`src/rtl/msrv32_pkg.sv`:
```
// Shared immediate-type encodings for the msrv32 decode/operand path.
package msrv32_pkg;

  localparam logic [2:0] R_TYPE    = 3'b000;
  localparam logic [2:0] I_TYPE    = 3'b001;
  localparam logic [2:0] S_TYPE    = 3'b010;
  localparam logic [2:0] B_TYPE    = 3'b011;
  localparam logic [2:0] U_TYPE    = 3'b100;
  localparam logic [2:0] J_TYPE    = 3'b101;
  localparam logic [2:0] CSR_TYPE  = 3'b110;
  localparam logic [2:0] IMM_SPARE = 3'b111;

endpackage

```
`src/rtl/msrv32_imm_decode.sv`:
```
// Combinational immediate decode of instr[31:7] by immediate type, extended to XLEN.
// No state, no handshake; XLEN is 32 or 64.
module msrv32_imm_decode
  import msrv32_pkg::*;
#(
  parameter int XLEN = 32
) (
  input  logic [24:0]     instr,
  input  logic [2:0]      imm_type,
  output logic [XLEN-1:0] imm
);

  logic [31:7]        w;
  logic signed [31:0] imm32;

  assign w = instr;

  always_comb begin
    imm32 = {{20{w[31]}}, w[31:20]};
    case (imm_type)
      R_TYPE, I_TYPE, IMM_SPARE: imm32 = {{20{w[31]}}, w[31:20]};
      S_TYPE:   imm32 = {{20{w[31]}}, w[31:25], w[11:7]};
      B_TYPE:   imm32 = {{20{w[31]}}, w[7], w[30:25], w[11:8], 1'b0};
      U_TYPE:   imm32 = {w[31:12], 12'h000};
      J_TYPE:   imm32 = {{12{w[31]}}, w[19:12], w[20], w[30:21], 1'b0};
      CSR_TYPE: imm32 = {27'b0, w[19:15]};
      default:  imm32 = {{20{w[31]}}, w[31:20]};
    endcase
  end

  // CSR immediates have bit 31 clear, so one signed widening serves every type.
  assign imm = XLEN'(imm32);

endmodule

```
`src/rtl/msrv32_img_pipe.sv`:
```
// Registered immediate + pc-relative target generator, 1-cycle latency, valid/ready both sides.
// IMG_SKID_EN adds a skid entry so ready_out is a register; otherwise ready_out = !valid_out || ready_in.
module msrv32_img_pipe
  import msrv32_pkg::*;
#(
  parameter int XLEN  = 32,
  parameter int TAG_W = 4
) (
  input  logic             ms_riscv32_mp_clk_in,
  input  logic             ms_riscv32_mp_rst_in,
  input  logic             valid_in,
  output logic             ready_out,
  input  logic [24:0]      instr_in,
  input  logic [2:0]       imm_type_in,
  input  logic [XLEN-1:0]  pc_in,
  input  logic [TAG_W-1:0] tag_in,
  output logic             valid_out,
  input  logic             ready_in,
  output logic [XLEN-1:0]  imm_out,
  output logic [XLEN-1:0]  target_out,
  output logic [TAG_W-1:0] tag_out
);

  logic [XLEN-1:0]  dec_imm;
  logic [XLEN-1:0]  dec_target;
  logic             push;
  logic             pop;

  logic             main_vld;
  logic [XLEN-1:0]  main_imm;
  logic [XLEN-1:0]  main_target;
  logic [TAG_W-1:0] main_tag;

  msrv32_imm_decode #(.XLEN(XLEN)) u_decode (
    .instr    (instr_in),
    .imm_type (imm_type_in),
    .imm      (dec_imm)
  );

  assign dec_target = pc_in + dec_imm;

  assign push       = valid_in && ready_out;
  assign pop        = main_vld && ready_in;

  assign valid_out  = main_vld;
  assign imm_out    = main_imm;
  assign target_out = main_target;
  assign tag_out    = main_tag;

`ifdef IMG_SKID_EN
  logic             skid_vld;
  logic [XLEN-1:0]  skid_imm;
  logic [XLEN-1:0]  skid_target;
  logic [TAG_W-1:0] skid_tag;
  logic             rdy_q;

  assign ready_out = rdy_q;

  // rdy_q tracks !skid_vld; a push can never coincide with a full skid.
  always_ff @(posedge ms_riscv32_mp_clk_in) begin
    if (ms_riscv32_mp_rst_in) begin
      main_vld    <= 1'b0;
      main_imm    <= '0;
      main_target <= '0;
      main_tag    <= '0;
      skid_vld    <= 1'b0;
      skid_imm    <= '0;
      skid_target <= '0;
      skid_tag    <= '0;
      rdy_q       <= 1'b1;
    end else if (pop && skid_vld) begin
      main_imm    <= skid_imm;
      main_target <= skid_target;
      main_tag    <= skid_tag;
      skid_vld    <= 1'b0;
      rdy_q       <= 1'b1;
    end else if (push && (!main_vld || pop)) begin
      main_vld    <= 1'b1;
      main_imm    <= dec_imm;
      main_target <= dec_target;
      main_tag    <= tag_in;
    end else if (push) begin
      skid_vld    <= 1'b1;
      skid_imm    <= dec_imm;
      skid_target <= dec_target;
      skid_tag    <= tag_in;
      rdy_q       <= 1'b0;
    end else if (pop) begin
      main_vld    <= 1'b0;
    end
  end
`else
  assign ready_out = !main_vld || ready_in;

  always_ff @(posedge ms_riscv32_mp_clk_in) begin
    if (ms_riscv32_mp_rst_in) begin
      main_vld    <= 1'b0;
      main_imm    <= '0;
      main_target <= '0;
      main_tag    <= '0;
    end else if (push) begin
      main_vld    <= 1'b1;
      main_imm    <= dec_imm;
      main_target <= dec_target;
      main_tag    <= tag_in;
    end else if (pop) begin
      main_vld    <= 1'b0;
    end
  end
`endif

endmodule
```
`config.mk`:
```
export PLATFORM = sky130hd
export DESIGN_NAME = msrv32_img_pipe
export DESIGN_NICKNAME = d
export VERILOG_FILES = /design/src/rtl/msrv32_pkg.sv /design/src/rtl/msrv32_imm_decode.sv /design/src/rtl/msrv32_img_pipe.sv
export SDC_FILE = /design/constraint.sdc
export NUM_CORES = 1
export LEC_CHECK = 0
export ABC_CLOCK_PERIOD_IN_PS = 12600
export BUFFER_PORTS_ARGS = -buffer_cell sky130_fd_sc_hd__clkbuf_2
export CORE_MARGIN = 2
export CORE_UTILIZATION = 55
export DETAILED_ROUTE_END_ITERATION = 12
export PLACE_DENSITY_LB_ADDON = 0.1
export SLEW_MARGIN = 20
export SYNTH_ARGS = -nofsm -noshare
export SYNTH_HDL_FRONTEND = slang
export SYNTH_SLANG_ARGS = --single-unit
```
`constraint.sdc`:
```
create_clock -name ms_riscv32_mp_clk_in -period 12.6 [get_ports ms_riscv32_mp_clk_in]
set_input_delay 3.78 -clock ms_riscv32_mp_clk_in [delete_from_list [all_inputs] [get_ports ms_riscv32_mp_clk_in]]
set_output_delay 3.78 -clock ms_riscv32_mp_clk_in [all_outputs]
set_load 0.05 [all_outputs]
```
# Yosys cells after proc, flatten, opt, wreduce, memory -nomap -nowiden
# Cells that the tools add are included.
[word_totals]
ff_bits = 69
latchBits = 0
ram_bits = 0
rom_bits = 0
input_bits = 68
memories = 0
[classes]
addsub = 1
multipliers = 0
div_mod_pow = 0
order_cmp = 0
n_eq_ne = 7
n_shift = 0
muxes = 3
bitwise = 0
reduce_logical = 7
[op_table]
columns = ["cell", "count"]
rows = [
  ["32-bit case mux with 6 select lines", 1],
  ["32-bit adder", 1],
  ["3-bit == test, second input constant", 4],
  ["3-bit by 2-bit == test with 1-bit output, second input constant", 2],
  ["3-bit by 1-bit == test with 1-bit output, second input constant", 1],
  ["3-bit zero test", 1],
  ["3-bit OR reduction", 1],
  ["1-bit logical AND", 2],
  ["1-bit two-way mux", 2],
  ["2-bit nonzero test", 1],
  ["1-bit zero test", 1],
  ["1-bit logical OR", 1],
]

# Depth between registers and ports, before layout
# Gate-level depths: netlist (run 1).
[logic_depth]
depth_word = 4
ltp_mapped = 16
depth_no_buf = 14

# Hierarchy
# Synthesis (run 1) repeated with hierarchy kept, for this count alone.
[hier_totals]
hier_cells = 585
hier_area_um2 = 4460.5
[modules_own_cells]
columns = ["mod", "n_inst", "cells_each", "area_each_um2", "seq_area_each_um2"]
rows = [
  ["msrv32_img_pipe", 1, 519, 4052.6, 1381.3],
  ["msrv32_imm_decode", 1, 66, 407.9, 0.0],
]

# Least setup slack after synthesis (run 1)
# OpenSTA, ideal clock, no wires.
[synth_path]
path_type = "in2out"
start = "input port ready_in"
end = "output port ready_out"
arrival_time_ns = 4.228
required_time_ns = 8.820
slack_ns = 4.592
stages = 1
n_path_buf = 0
cell_sequence = "nand2b_1"
[synth_via]
elab_chain_cells = 1
[synth_lines]
columns = ["element", "line", "source"]
rows = [
  ["start, declared", "msrv32_img_pipe.sv:18", "input logic ready_in,"],
  ["1-bit logical OR", "msrv32_img_pipe.sv:93", "assign ready_out = !main_vld || ready_in;"],
  ["end, declared", "msrv32_img_pipe.sv:12", "output logic ready_out,"],
]
# Every way passes these cells.

# Worst setup path in the final report (run 1)
# Ends and elaborated chain as after synthesis.

==> metrics.txt, run 1 <==
status=complete, no violations; library cell occupying the most area in the post-synthesis netlist=dfxtp_1; Yosys warning total=0; post-synthesis sequential area ratio=0.315; placement row count=32; worst relative slew slack=0.495; Antenna Diode Count=0; Post-CTS Resized=0; global route total overflow=0; DRC Markers=0; total CTS buffers=9; Clock Latency Late Sink=360 ps; met3 wire length=roughly 800 um; global-route wire length before repair=19,500 um; Die Y-Extent=93.3 um; Post-CTS Hold Buffers=0; maximum buffer depth of the clock tree=2; Worst EP arrival=4290 ps; startpoint types=input port; fraction of post-synthesis cell area in the top cell type by area=0.315; worst hold-check path type=reg -> reg; multi-input combinational cell area=2880 um2; routed wire length=12,400 um; via count of the first global-routing pass=4,211; Async SR Flop Fraction=0; share of power burned in combinational logic=0.379; maximum level of the CTS H-tree=3; final setup fails=0; Pre-antenna DRT Iters=5; count of port buffers added during placement=137; setup_tns=0 ps; switching power share of the total=0.406; part of the total power dissipated in the clock network=0.274; number of fill cells in the layout=707; top-level I/O count=138; worst hold path cell count=2; register area=1380 um2; x dimension of the die=93.3 um; dominant cells by area after synthesis=dfxtp_1 (31%), nand2_1 (10%), a21oi_1 (9.5%); slew at the pin with the worst max-slew slack=755 ps; root buffer cell=clkbuf_8; number of flops mapped to enable cells by yosys=0; highest layer used for signal routing=met4; predominant post-synthesis flop cell=dfxtp_1; Vias=4,480; Core Area=7730 um2; worst path setup slack after routing=4530 ps; effective utilization at floorplan=0.568; unrepaired setup endpoints after global routing=no; most instantiated cells after synthesis=nand2_1 (118), a21oi_1 (83), dfxtp_1 (69), nor2_1 (32), ha_1 (31); leakage power of the design=2.58 nW; Detailed Route Iter0 Violations=257; final max-slew violation count=0; weighted congestion reported at the end of routability-driven placement=between 0.8 and 0.9; critical path capture point type=output pin; Peak supply drop=0.0845 mV; floorplan die area=roughly 8700 um2; clock tree from TritonCTS=yes; P_int=between 400 and 500 uW; switching power summed over all nets=roughly 290 uW; power density relative to cell area=134 nW/um2; depth of the worst register-to-register path=5; layout cells sized above 1=0.258; clk sink count=69; met2 layer wire length in the routed design=~6000 um; maximum number of pins on one net before global-route repair=63; Setup Skew=just under 10 ps; Period Utilization, post-route=0.640; Setup Buffers After CTS=0; final worst path period need=about 8100 ps; number of instances in the synthesized netlist=559; antenna violations before repair=0; minimum setup slack after placement=4540 ps; Post-Syn Area=between 4000 and 5000 um2; portion of total power attributed to sequential cells=0.347; Post-DP HPWL=9300 um; number of distinct standard cells referenced by the synthesized netlist=62; average wire per cell in the routed design=approximately 16 um; worst path required time=8820 ps; endpoints failing hold=0; number of synthesized register bits=69; per-instance average area after synthesis=7.85 um2; synthesized netlist net count=659; dominant cell by count in the synthesized netlist=nand2_1; Clk pin slew, worst setup/hold paths=80 ps; synthesis-to-layout area growth=21.3%; Critical Path Fanout Max=4; maxcap violations=0; GRT Total Usage=0.283; Crit Path Class=in -> out; number of nets still failing antenna checks after routing=0; post-DR vias/cell=5.69; post-route met1 wirelength=between 5000 and 6000 um; Max Freq=0.124 GHz; NumNets Final=780
## power groups by stage
stage	clock network, mW	registers [mW]	logic [mW]
2_1_floorplan	0	0.319	0.137
3_3_place_gp	0	0.252	0.263
3_5_place_dp	0	0.252	0.267
4_1_cts	0.196	0.247	0.268
5_1_grt	0.204	0.249	0.291
6_report	0.195	0.247	0.270
## stage by stage
step           instances  hold slack, ps   util  instance area (um2)  total power, mW
2_1_floorplan        559             671      -                 4390            0.456
3_3_place_gp         771             441  0.661                 5110            0.515
3_5_place_dp         771             446  0.661                 5110            0.519
4_1_cts              787             456  0.688                 5320            0.712
5_1_grt              787             477  0.689                 5320            0.745
6_report             787             453  0.689                 5320            0.712
## flip-flops by register name (all words and copies together) (netlist names)
| name | flops |
|---|---|
| imm_out | 32 |
| target_out | 32 |
| tag_out | 4 |
| valid_out | 1 |
## area by class of cell
cell class                 instances  share of cell area
clock buffer                      10              0.0259
multi-input combinational        454               0.540
clock inverter                     6              0.0132
timing repair buffer             140               0.133
tap                              102              0.0240
sequential                        69               0.259
inverter                           6             0.00423
## layout by cell type, fill, tap and decap left out, types with 14 or more instances in the layout
cell type	synthesis	layout
a21oi_1	83	83
xnor2_1	14	14
nand2_1	118	118
dfxtp_1	69	69
o21ai_0	22	22
xor2_1	15	15
a21o_1	29	29
nor2_1	32	30
ha_1	31	31
clkbuf_2	0	137
## cells by family after synthesis
| family | Yosys count | share of synthesized area |
|---|---|---|
| and+or+nand+nor | 190 | 0.190 |
| DFF | 69 | 0.315 |
| muxes | 7 | 0.0160 |
| buffers and inverters | 36 | 0.0316 |
| xor gates and xnor gates | 29 | 0.0579 |
| adders and majority gates | 32 | 0.0929 |
| AOI/OAI and AO/OA | 196 | 0.297 |
## worst paths after layout
path / from / to / slack (ps)
max: ready_in / ready_out / 4530
min: target_out[8] / target_out[8] / 450
max reg2reg: valid_out / target_out[23] / 10740
min reg2reg: target_out[8] / target_out[8] / 450
## metal layers
metal / vias up / GRT usage
met5: - / 0
met4: 0 / 0.0784
met3: 16 / 0.0572
met2: 147 / 0.487
met1: 2078 / 0.359
li1: 2239 / -
## critical path, cell delays in order
cell and delay [ps]:
clkbuf_2 70, nand2b_1 140, clkbuf_2 290
Note: power is estimated with default switching activity, not from simulation.
==> inputs of run 2 (changes only) <==
--- a/config.mk
+++ b/config.mk
@@ -5,10 +5,11 @@
 export SDC_FILE = /design/constraint.sdc
 export NUM_CORES = 1
 export LEC_CHECK = 0
-export ABC_CLOCK_PERIOD_IN_PS = 12600
+export ABC_AREA = 1
+export ABC_CLOCK_PERIOD_IN_PS = 7250
 export BUFFER_PORTS_ARGS = -buffer_cell sky130_fd_sc_hd__clkbuf_2
 export CORE_MARGIN = 2
-export CORE_UTILIZATION = 55
+export CORE_UTILIZATION = 49
 export DETAILED_ROUTE_END_ITERATION = 12
 export PLACE_DENSITY_LB_ADDON = 0.1
 export SLEW_MARGIN = 20
==> constraint.sdc (replaced) <==
create_clock -name ms_riscv32_mp_clk_in -period 7.25 [get_ports ms_riscv32_mp_clk_in]
set_input_delay 2.175 -clock ms_riscv32_mp_clk_in [delete_from_list [all_inputs] [get_ports ms_riscv32_mp_clk_in]]
set_output_delay 2.175 -clock ms_riscv32_mp_clk_in [all_outputs]
set_load 0.05 [all_outputs]
==> metrics.txt, run 2 <==
Worst Hold Launch=imm_out[7]; Buf/Inv on CP=3 (+1); number of instances in the synthesized netlist=936 (+67%); routed wire length=15,200 um (+23%); final max-slew violation count=0 (unchanged); Post-CTS Hold Buffers=0 (unchanged); number of flops mapped to enable cells by yosys=0 (unchanged); Endpoint, Worst Hold=imm_out[7]; worst stage delay on the critical path=280 ps (about the same); Die Y-Extent=109 um (+17%); clock tree from TritonCTS=yes; CP dominant cell by count=clkbuf_2; status=complete, no violations; post-synthesis sequential area ratio=0.255 (-0.0591); worst path required time=5080 ps (-3740 ps); final worst path period need=~4800 ps; Clock Latency Late Sink=370 ps (about the same); ordered cell list for the critical path=clkbuf_2 > inv_1 > nand2_1 > clkbuf_2; maximum buffer depth of the clock tree=2 (unchanged); critical path capture point type=output pin; portion of total power attributed to sequential cells=0.329 (-0.018); worst relative slew slack=0.399 (-0.0959); Worst EP arrival=2640 ps (-1650 ps); endpoints failing hold=0 (unchanged); effective utilization at floorplan=0.501 (-0.0672); via count of the first global-routing pass=5,251 (+25%); DRC Markers=0 (unchanged); most frequent cells in the layout=nand2_1 (277), inv_1 (183), nor2_1 (139), clkbuf_2 (137), dfxtp_1 (69); maxcap violations=0 (unchanged); switching power summed over all nets=598 uW (+110%); placement row count=38 (+19%); Setup Skew=12.7 ps (+2.84 ps); post-DR vias/cell=4.73 (-17%); Cell Count Post-Placement=1,192 (+55%); library cell occupying the most area in the post-synthesis netlist=dfxtp_1; switching power share of the total=0.454 (+0.0478); Critical Path Fanout Max=3 (-1); Max Freq=0.208 GHz; most frequent standard cell in the layout excluding fill and tap cells=nand2_1; crit-path leading delay family=buffers and inverters; Period Utilization, post-route=0.664; worst hold-check path type=reg -> reg; Pre-antenna DRT Iters=5 (unchanged); depth of the worst register-to-register path=8 (+3); Async SR Flop Fraction=0 (unchanged); Peak supply drop=0.155 mV (+84%); number of nets still failing antenna checks after routing=0 (unchanged); dominant cell by count in the synthesized netlist=nand2_1; layout cells sized above 1=0.177 (-0.0813); r2r startpoint=valid_out; Crit Path Class=in -> out; average wire per cell in the routed design=12.6 um (-20%); part of the total power dissipated in the clock network=0.220 (-0.054); Post-Syn Area=5410 um2 (+23%); maximum number of pins on one net before global-route repair=46 (-27%); maximum level of the CTS H-tree=3 (unchanged); reg2reg end=target_out[22]; global-route wire length before repair=25,000 um (+28%); FF-to-FF setup slack=5250 ps (-5490 ps); number of synthesized register bits=69 (unchanged); power density relative to cell area=208 nW/um2 (+55%); leakage power of the design=3.90 nW (+51%); share of power burned in combinational logic=0.451 (+0.072); Antenna Diode Count=0 (unchanged); Power Total=1.32 mW (+85%); unrepaired setup endpoints after global routing=no; dominant cells by area after synthesis=dfxtp_1 (26%), nand2_1 (19%), inv_1 (13%); P_int=719 uW (+70%); count of port buffers added during placement=137 (unchanged); synthesized netlist net count=1,036 (+57%); startpoint types=input port; top-level I/O count=138 (unchanged); non-filler instance count after layout=1,207 (+53%); GRT Total Usage=0.272 (-0.0106); global route total overflow=0 (unchanged); predominant post-synthesis flop cell=dfxtp_1; Yosys warning total=0 (unchanged); number of distinct standard cells referenced by the synthesized netlist=38 (-39%); slowest cell on the critical path=clkbuf_2; x dimension of the die=109 um (+17%); worst hold path cell count=2 (unchanged); final setup fails=0 (unchanged); Core Area=10,800 um2 (+40%); total CTS buffers=9 (unchanged); Detailed Route Iter0 Violations=285 (+11%); Setup Buffers After CTS=0 (unchanged); clk sink count=69 (unchanged); per-instance average area after synthesis=5.78 um2 (-26%); root buffer cell=clkbuf_8; slew at the pin with the worst max-slew slack=900 ps (+146 ps); Post-DP HPWL=12,300 um (+33%); Vias=5,709 (+27%); synthesis-to-layout area growth=17.3%; floorplan die area=11,900 um2 (+36%); setup_tns=0 ps (unchanged); weighted congestion reported at the end of routability-driven placement=0.919 (+2.4%); Clk pin slew, worst setup/hold paths=80 ps (about the same); fraction of post-synthesis cell area in the top cell type by area=0.255 (-0.0591); antenna violations before repair=0 (unchanged); Post-CTS Resized=0 (unchanged); most instantiated cells after synthesis=nand2_1 (277), inv_1 (183), nor2_1 (139), dfxtp_1 (69), o21ai_0 (53); NumNets Final=1,163 (+49%); Post-Route Utilization=0.588 (-0.101)
run 2: cell count changes after synthesis, moves of 13 or more:
| cell | previous run | this run |
|---|---|---|
| inv_1 | 6 | 183 |
| nand3_1 | 8 | 46 |
| o21ai_0 | 22 | 53 |
| nand2_1 | 118 | 277 |
| a21o_1 | 29 | 1 |
| nor2_1 | 32 | 139 |
| clkbuf_1 | 28 | 14 |
| a21oi_1 | 83 | 43 |
| a22o_1 | 13 | 0 |
run 2: worst reg2reg max path: stages (launching register included):
cell and delay (ps):
dfxtp_1 320, nand2_1 100, nand2_1 60, buf_4 230, inv_2 420, buf_4 460, nand3_1 210, nand2_1 90
inv_1 30
run 2: power by group through the flow:
stage	combinational (mW)	clock, mW	sequential (mW)
floorplan	0.321	0	0.571
global placement	0.588	0	0.442
detailed placement	0.589	0	0.443
CTS	0.592	0.295	0.434
global route	0.664	0.310	0.439
finish	0.594	0.290	0.434
run 2: cells by family (layout without fill, tap and decap cells):
logic type,after synthesis,in the layout,share of synthesized area
flops,69,69,0.255
buf+inv,215,346,0.157
xor+xnor,15,15,0.0243
simple gates,480,480,0.355
fa+ha+maj,32,32,0.0754
compound gates,125,125,0.133
run 2: stage by stage:
| step | hold slack [ps] | setup slack (ps) | instance area, um2 |
|---|---|---|---|
| global route | 494 | 2390 | 6340 |
| finish | 470 | 2430 | 6340 |
| CTS | 471 | 2430 | 6340 |
| floorplan | 688 | 2520 | 5410 |
| global placement | 457 | 2430 | 6170 |
| detailed placement | 460 | 2430 | 6170 |
run 2: area by class of cell:
| type | instances | area [um2] |
|---|---|---|
| multi-input combinational | 652 | 3180 |
| sequential | 69 | 1380 |
| tap | 140 | 175 |
| clock buffer | 10 | 138 |
| fill | 1168 | 4450 |
| timing repair buffer | 141 | 716 |
| clock inverter | 5 | 37.5 |
| inverter | 190 | 716 |
run 2: routing by layer:
layer,GRT usage,share of wire,vias to the layer above,wire (um)
met3,0.0442,0.057,21,876
met1,0.382,0.50,2410,7630
li1,-,-,3110,-
met2,0.418,0.42,168,6370
met4,0.101,0.024,0,361
met5,0,0,-,0
run 2: worst max path at each step:
stage | slack [ps] | cells after the start | start | endpoint
after detailed placement | 2430 | 4 | ready_in | ready_out
after global placement | 2430 | 4 | ready_in | ready_out
after global routing | 2390 | 4 | ready_in | ready_out
final | 2430 | 4 | ready_in | ready_out
after CTS | 2430 | 4 | ready_in | ready_out
after floorplan | 2520 | 2 | ready_in | ready_out
==> inputs of run 3 (changes only) <==
--- a/config.mk
+++ b/config.mk
@@ -6,7 +6,7 @@
 export NUM_CORES = 1
 export LEC_CHECK = 0
 export ABC_AREA = 1
-export ABC_CLOCK_PERIOD_IN_PS = 7250
+export ABC_CLOCK_PERIOD_IN_PS = 4100
 export BUFFER_PORTS_ARGS = -buffer_cell sky130_fd_sc_hd__clkbuf_2
 export CORE_MARGIN = 2
 export CORE_UTILIZATION = 49
==> constraint.sdc (replaced) <==
create_clock -name ms_riscv32_mp_clk_in -period 4.1 [get_ports ms_riscv32_mp_clk_in]
set_input_delay 1.23 -clock ms_riscv32_mp_clk_in [delete_from_list [all_inputs] [get_ports ms_riscv32_mp_clk_in]]
set_output_delay 1.23 -clock ms_riscv32_mp_clk_in [all_outputs]
set_load 0.05 [all_outputs]
==> metrics.txt, run 3 (synthesis results as in run 2) <==
global route total overflow=0 (unchanged); non-filler instance count after layout=1,209 (+0.17%); layout cells sized above 1=0.178 (+0.000604); r2r startpoint=valid_out; Post-Route Utilization=0.593 (+0.00557); Max Freq=0.292 GHz; area post-placement=6190 um2 (+0.32%); top-level I/O count=138 (unchanged); Critical Path Fanout Max=11 (+8); DRC Markers=0 (unchanged); setup_tns=0 ps (unchanged); Antenna Diode Count=0 (unchanged); Post-CTS Hold Buffers=0 (unchanged); Peak supply drop=0.252 mV (+62%); GRT Total Usage=0.279 (+0.00652); maximum number of pins on one net before global-route repair=56 (+22%); Clock Latency Late Sink=380 ps (about the same); average wire per cell in the routed design=13.0 um (+2.8%); Core Area=10,800 um2 (unchanged); number of nets still failing antenna checks after routing=0 (unchanged); Die Y-Extent=109 um (unchanged); final setup fails=0 (unchanged); via count of the first global-routing pass=5,323 (+1.4%); final worst path period need=3420 ps; status=complete, no violations; startpoint types=input port; floorplan die area=11,900 um2 (unchanged); depth of the worst register-to-register path=9 (+1); reg2reg end=target_out[15]; antenna violations before repair=0 (unchanged); clock tree from TritonCTS=yes; maxcap violations=0 (unchanged); Period Utilization, post-route=0.835; Worst Hold Launch=imm_out[10]; Detailed Route Iter0 Violations=461 (+62%); maximum buffer depth of the clock tree=2 (unchanged); final max-slew violation count=0 (unchanged); effective utilization at floorplan=0.501 (unchanged); synthesis-to-layout area growth=18.4%; Worst EP arrival=3710 ps (+1070 ps); worst relative slew slack=0.591 (+0.192); global-route wire length before repair=25,300 um (+1.3%); unrepaired setup endpoints after global routing=no; total CTS buffers=9 (unchanged); x dimension of the die=109 um (unchanged); FF-to-FF setup slack=2260 ps (-2990 ps); Setup Buffers After CTS=0 (unchanged); maximum level of the CTS H-tree=3 (unchanged); worst hold path cell count=2 (unchanged); slew at the pin with the worst max-slew slack=612 ps (-288 ps); most frequent standard cell in the layout excluding fill and tap cells=nand2_1; clk sink count=69 (unchanged); placement row count=38 (unchanged); Setup Skew=8.76 ps (-3.91 ps); Clk pin slew, worst setup/hold paths=90 ps (about the same); endpoints failing hold=0 (unchanged); leakage power of the design=3.94 nW (+0.90%); minimum setup slack after placement=279 ps (-2150 ps); most frequent cells in the layout=nand2_1 (277), inv_1 (183), nor2_1 (139), clkbuf_2 (137), dfxtp_1 (69); Vias=5,774 (+1.1%); Crit Path Class=in -> reg; NumNets Final=1,164 (+0.086%); Post-DP HPWL=12,800 um (+3.4%); Post-CTS Resized=0 (unchanged); Cell Count Post-Placement=1,193 (+0.084%); Pre-antenna DRT Iters=5 (unchanged); critical path capture point type=flip-flop; Endpoint, Worst Hold=imm_out[10]; weighted congestion reported at the end of routability-driven placement=0.946 (+2.9%); routed wire length=15,700 um (+2.9%); worst path setup slack after routing=678 ps (-1750 ps); worst path required time=4380 ps (-700 ps); post-route cell area=6400 um2 (+0.95%); post-DR vias/cell=4.78 (+0.97%); power density relative to cell area=383 nW/um2 (+84%); count of port buffers added during placement=137 (unchanged); root buffer cell=clkbuf_8; worst hold-check path type=reg -> reg
## run 3: cell count changes in the layout (fill, tap and decap cells not counted)
cell,before,now
buf_12,0,1
clkinvlp_4,2,0
bufinv_16,0,2
clkbuf_1,0,1
clkbuf_8,10,9
clkinv_2,1,2
## run 3: power by group
| part | internal, mW | total (mW) | switching [mW] |
|---|---|---|---|
| clock | 0.342 | 0.622 | 0.280 |
| combinational | 0.306 | 1.06 | 0.757 |
| sequential | 0.736 | 0.768 | 0.0316 |
| total | 1.38 | 2.45 | 1.07 |
## run 3: area by class of cell
class / count / area, um2
Fill cell: 1137 / 4390
Multi-Input combinational cell: 652 / 3180
Sequential cell: 69 / 1380
Timing Repair Buffer: 142 / 736
Inverter: 190 / 716
Tap cell: 140 / 175
Clock buffer: 10 / 128
Clock inverter: 6 / 87.6
## run 3: metrics by stage
step	power, mW	hold slack, ps
2_1_floorplan	1.58	688
3_3_place_gp	1.83	456
3_5_place_dp	1.84	459
4_1_cts	2.46	470
5_1_grt	2.62	490
6_report	2.45	471
## run 3: per-layer routing
layer,global-route usage,share of wire,wire [um]
met2,0.418,0.41,6470
met4,0.122,0.030,470
met5,0,0,0
met1,0.386,0.49,7690
met3,0.0550,0.067,1060
## run 3: how the worst max path moves through the flow
| stage | start | to | slack (ps) |
|---|---|---|---|
| global placement | imm_type_in[1] | target_out[24] | 310 |
| finish | imm_type_in[1] | target_out[27] | 680 |
| global route | imm_type_in[1] | target_out[31] | 370 |
| detailed placement | imm_type_in[1] | target_out[27] | 280 |
| floorplan | imm_type_in[2] | target_out[27] | 760 |
| CTS | imm_type_in[1] | target_out[27] | 680 |
## run 3: worst max-delay path, stage by stage
cell and delay (ps):
clkbuf_2 140, nand2_2 130, clkinv_1 180, nand2_2 100, nand2_2 70, inv_4 90
nand2_4 120, o21ai_2 200, inv_1 60, ha_1 420, nand2_1 130, nor2_1 190
inv_1 80, nor3_1 170, nand2_1 100, nand3_1 100, nand2_1 50, nor2_1 90
nor2_1 40
